$ cat src/rtl/ha_acc_pkg.sv
// Shared types and constants for the half-adder array row accumulator.
// Rows are weighted by 4^i and summed serially into a saturating product.
package ha_acc_pkg;

    localparam int NUM_ROWS = 4;
    localparam int T_W      = 9;
    localparam int B_W      = 7;
    localparam int P_W      = 16;
    localparam int ACC_W    = P_W + 1;
    localparam int ROW_W    = 10;
    localparam int CNT_W    = 2;

    typedef enum logic [1:0] {
        IDLE,
        ACC,
        DONE
    } state_t;

    typedef struct packed {
        logic [T_W-1:0] t;
        logic [B_W-1:0] b;
    } row_t;

    // Row i sits at bit position 2*i of the product.
    function automatic logic [ACC_W-1:0] weigh_row(
        input logic [ROW_W-1:0] rowval,
        input logic [CNT_W-1:0] idx
    );
        return {{(ACC_W-ROW_W){1'b0}}, rowval} << {idx, 1'b0};
    endfunction

endpackage

$ cat src/rtl/ha_row_weigh.sv
// Combines one half-adder row into its 10-bit value: the carry vector
// sits two bit positions above the top vector.
module ha_row_weigh
    import ha_acc_pkg::*;
(
    input  logic [T_W-1:0]   t,
    input  logic [B_W-1:0]   b,
    output logic [ROW_W-1:0] rowval
);

    assign rowval = {1'b0, t} + {1'b0, b, 2'b00};

endmodule

$ cat src/rtl/ha_array_accumulator.sv
// Captures the four half-adder rows, accumulates them one per cycle into a
// 17-bit sum and presents a saturated 16-bit product with valid/ready.
module ha_array_accumulator
    import ha_acc_pkg::*;
(
    input  logic           clk,
    input  logic           rst_n,
    input  logic           in_valid,
    output logic           in_ready,
    input  logic [T_W-1:0] ha_array_0_t,
    input  logic [B_W-1:0] ha_array_0_b,
    input  logic [T_W-1:0] ha_array_1_t,
    input  logic [B_W-1:0] ha_array_1_b,
    input  logic [T_W-1:0] ha_array_2_t,
    input  logic [B_W-1:0] ha_array_2_b,
    input  logic [T_W-1:0] ha_array_3_t,
    input  logic [B_W-1:0] ha_array_3_b,
    output logic           out_valid,
    input  logic           out_ready,
    output logic [P_W-1:0] product,
    output logic           ovf
);

    state_t           state;
    row_t             rows [NUM_ROWS];
    logic [CNT_W-1:0] cnt;
    logic [ACC_W-1:0] acc;

    row_t             sel_row;
    logic [ROW_W-1:0] rowval;
    logic [ACC_W-1:0] acc_next;

    // A single weigher is time-shared across the rows through the cnt mux.
    assign sel_row  = rows[cnt];
    assign acc_next = acc + weigh_row(rowval, cnt);

    ha_row_weigh u_row_weigh (
        .t      (sel_row.t),
        .b      (sel_row.b),
        .rowval (rowval)
    );

    always_ff @(posedge clk) begin
        if (!rst_n) begin
            state     <= IDLE;
            in_ready  <= 1'b1;
            out_valid <= 1'b0;
            product   <= '0;
            ovf       <= 1'b0;
            acc       <= '0;
            cnt       <= '0;
            for (int i = 0; i < NUM_ROWS; i++) begin
                rows[i] <= '0;
            end
        end else begin
            case (state)
                IDLE: begin
                    if (in_valid && in_ready) begin
                        rows[0]  <= {ha_array_0_t, ha_array_0_b};
                        rows[1]  <= {ha_array_1_t, ha_array_1_b};
                        rows[2]  <= {ha_array_2_t, ha_array_2_b};
                        rows[3]  <= {ha_array_3_t, ha_array_3_b};
                        acc      <= '0;
                        cnt      <= '0;
                        in_ready <= 1'b0;
                        state    <= ACC;
                    end
                end

                // The last row's sum is taken straight from acc_next so the
                // product is registered on the same edge that enters DONE.
                ACC: begin
                    acc <= acc_next;
                    cnt <= cnt + 1'b1;
                    if (cnt == CNT_W'(NUM_ROWS - 1)) begin
                        state     <= DONE;
                        out_valid <= 1'b1;
                        product   <= acc_next[P_W] ? {P_W{1'b1}} : acc_next[P_W-1:0];
                        ovf       <= acc_next[P_W];
                    end
                end

                DONE: begin
                    if (out_ready) begin
                        out_valid <= 1'b0;
                        in_ready  <= 1'b1;
                        state     <= IDLE;
                    end
                end

                default: begin
                    state     <= IDLE;
                    in_ready  <= 1'b1;
                    out_valid <= 1'b0;
                end
            endcase
        end
    end

endmodule

$ cat config.mk
export PLATFORM = sky130hd
export DESIGN_NAME = ha_array_accumulator
export DESIGN_NICKNAME = d
export VERILOG_FILES = /design/src/rtl/ha_acc_pkg.sv /design/src/rtl/ha_row_weigh.sv /design/src/rtl/ha_array_accumulator.sv
export SDC_FILE = /design/constraint.sdc
export NUM_CORES = 1
export LEC_CHECK = 0
export ABC_AREA = 1
export BUFFER_PORTS_ARGS = -buffer_cell sky130_fd_sc_hd__buf_2
export CAP_MARGIN = 15
export CORE_UTILIZATION = 25
export DETAILED_ROUTE_END_ITERATION = 16
export SLEW_MARGIN = 20
export SYNTH_ARGS = -nofsm -noshare
export SYNTH_HDL_FRONTEND = slang
export SYNTH_SLANG_ARGS = --single-unit
$ cat constraint.sdc
create_clock -name clk -period 7.1 [get_ports clk]
set_input_delay 0.71 -clock clk [delete_from_list [all_inputs] [get_ports clk]]
set_output_delay 0.71 -clock clk [all_outputs]
set_load 0.1 [all_outputs]
==> run summary <==
The share of the clock period used by the worst path after layout is 63.76%. In this run the post-CTS setup repair buffer count came out at 0. Initial antenna violation count: 0.

Largest area contributor in the synthesized netlist: edfxtp_1. Averaged over all synthesized cells, the footprint is 7.617 µm². The overall routing resource usage was 11.55%. Power consumption: 1802 µW. The die is 159.9 µm tall. The first global-routing pass estimated 23740 µm of wire. For the wire length after detailed routing, the log shows 14170 µm. Buffers inserted during clock tree synthesis total 9.

The count of cells along the worst register-to-register path was 20. Entering global routing, the biggest net connects 65 pins. Of the cells placed in the final design, the portion with a size suffix greater than 1 is 16.20%. The slew at the pin closest to its max-slew limit is 0.8563 ns, and the area share of the leading cell type in the synthesized netlist is 30.84%. The via count of the first global-routing pass was 4906; the post-synthesis to final-layout area growth was 16.69%. Clock-pin slew was measured on the worst setup and hold paths at 0.08 ns. The number of nets at the end of the flow is 985.

The floorplan die width is 159.9 µm, and the register-to-register setup slack is 2.57 ns. Synthesis produced 818 cells. The root buffer cell chosen for the clock tree is clkbuf_16. The maximum fanout encountered on the critical timing path came out at 33.

Worst-case clock skew: 0.01245 ns. The count of state elements after synthesis is 106. In this run the remaining antenna-violating nets after routing total 0. 0 antenna diodes ended up in the layout. The worst hold path terminates at out_valid. The area of the die was 25560 µm²; the hold slack was 0.4547 ns. Across the VDD grid, the largest voltage drop is 120.7 µV. For this run, the number of Yosys warnings is 0. After synthesis, the cell types taking the most area are edfxtp_1 31%, dfxtp_1 13%, nand2_1 10%. The clock reaches the later pin of the worst-skew pair after 0.36 ns.

The startpoint identified for the worst hold timing path is out_valid. After detailed routing, the number of remaining DRC violations is 0. The routability congestion estimate from global placement was 0.8749; the total core area was 24390 µm². The placed instance area is 6960 µm², and the routed via count is 5112. After synthesis, flip-flops and latches occupy 44.34% of the total area. DRC marker count from the first detailed-route iteration: 299. The maximum clock frequency is 0.2209 GHz, and the critical path required time is 7.34 ns.

The time the worst path needs with I/O delays and setup came out at 4.527 ns. TritonCTS built the clock tree. The area of all sequential standard cells is 2763 µm². In this run the cell area of the synthesized design comes to 6231 µm².

The tightest min-delay check is of the reg -> reg type. Summed over all layers, the global routing overflow is 0. The tools report the final standard cell area without fillers as 7271 µm².

Along the worst hold path, the cell count comes to 2. Setup repair after global routing left no endpoint under its margin. Dividing the detail-routed via count by the number of cells gives 4.194.

The worst register-to-register path ends at acc[8]. The synthesized netlist contains 37 unique library cells. The flow ran to the end, and the final reports show no timing, DRC or antenna violations.

The synthesized net count came out at 913. The wire length per cell after detailed routing is 11.63 µm, and the headroom to the max-slew limit is 42.85%. After legalization and detailed placement, the total HPWL measured 10650 µm. The total count of max-transition violations in the final report was 0; the worst-case clock buffer depth was 2. The tools report the capturing element type of the critical path as a register. For the count of final hold-check violations, the log shows 0.

For this design, the sink count on the clock tree is 106. Max-capacitance violation count: 0. In the final timing run, aggregate negative setup slack is 0 ns. Before antenna repair, the detailed router went through 5 iterations. In the final layout, the multi-input gates occupy 2770 µm². The count of buffers from port buffering came out at 86. Power spread over the standard cell area amounts to 247.9 nW/µm².

The data arrival time of the critical path came out at 4.77 ns. For this design the static power due to leakage is 0.003643 µW. The floorplan has 57 rows. The type of the setup path with the least slack is reg -> reg. Post-CTS repair changed the size of 0 cells.

The run gives 0 as the number of buffers inserted by hold repair at cts. The library cells used most frequently in the layout, excluding fill and tap cells, are 168 x nand2_1, 147 x inv_1, 124 x nor2_1, 86 x buf_2, 64 x edfxtp_1. The most common cell after layout, fill and taps aside is nand2_1. For this design the top-level I/O count stands at 87. STA classifies the critical path startpoint as a register.

The logs give 2655 for the fill cell instance count of the final layout and 3 for the number of H-tree branching levels. The final setup violation count was 0. For this configuration, the core starts out at a cell density of 25.55%.
## metal layers
layer	GRT usage, %	vias to the layer above	share of wire [%]
met3	2.234	16	3.8
met4	4.502	0	2.1
met5	0	-	0
li1	-	2726	-
met2	18.50	116	45
met1	15.33	2254	49
## Yosys cell counts (all sizes together)
cell    instances
nand2         182
inv           152
nor2          130
edfxtp         64
nand3          60
dfxtp          42
o21ai          41
a21oi          32
ha             25
clkbuf         20
o21a           16
o22ai          14
buf             8
nand4           6
xnor2           5
and2            4
xor2            4
nand3b          3
or2             3
fa              2
nor3            2
a21boi          1
a21o            1
clkinv          1
## power by group
part | leakage (µW) | switching (µW) | internal [µW]
registers | 0.00103 | 22.1 | 708
logic | 0.00247 | 381 | 184
clock network | 0.000147 | 249 | 259
## cells by family after synthesis
logic type | after synthesis | share of synthesized area (%)
buffers and inverters | 181 | 11.37
AND/OR/NAND/NOR | 390 | 27.81
flip-flops | 106 | 44.34
adder cells (fa/ha/maj) | 27 | 5.663
AO/OA/AOI/OAI | 105 | 9.558
XOR/XNOR | 9 | 1.265
## flip-flops by register name, indices dropped and copies added, names as in the netlist, named ones only
name	flops
cnt	2
rows	64
ovf	1
in_ready	1
out_valid	1
state	2
product	16
acc	17
## stage by stage
stage,instances,util (%),setup WS [ns]
floorplan,818,-,3.502
global placement,1203,28.54,2.693
detailed placement,1203,28.54,2.602
CTS,1219,29.79,2.587
global route,1219,29.81,2.075
finish,1219,29.81,2.573
## how the worst max path moves through the flow
stage	end	slack [ns]	cells past startpoint
after global routing	product[5]	2.08	23
final	acc[8]	2.57	20
after detailed placement	product[4]	2.60	23
after CTS	acc[8]	2.59	20
after floorplan	product[8]	3.50	25
after global placement	acc[8]	2.69	20
## final cells by class
class                   instances  area share, %
clock buffers                  10          3.287
clock inverters                 6         0.9121
inverters                     153          7.899
multi-input cells             531          38.10
flip-flops and latches        106          38.00
well taps                     324          5.576
repair buffers                 89          6.230
## critical path, stage by stage (launching register included)
cell and delay, ns:
dfxtp_1 0.31, buf_4 0.28, inv_1 0.45, o21ai_0 0.32, o22ai_1 0.10, ha_1 0.25
fa_1 0.44, nand3_1 0.11, nand2_1 0.07, xnor2_1 0.21, o21ai_0 0.16, nand2_1 0.10
o21ai_0 0.11, ha_1 0.37, nand2_2 0.11, inv_1 0.07, a21oi_2 0.18, nand2_4 0.08
xnor2_1 0.41, nor2_1 0.10, o21a_1 0.18
Power figures use the tool's default switching activity.
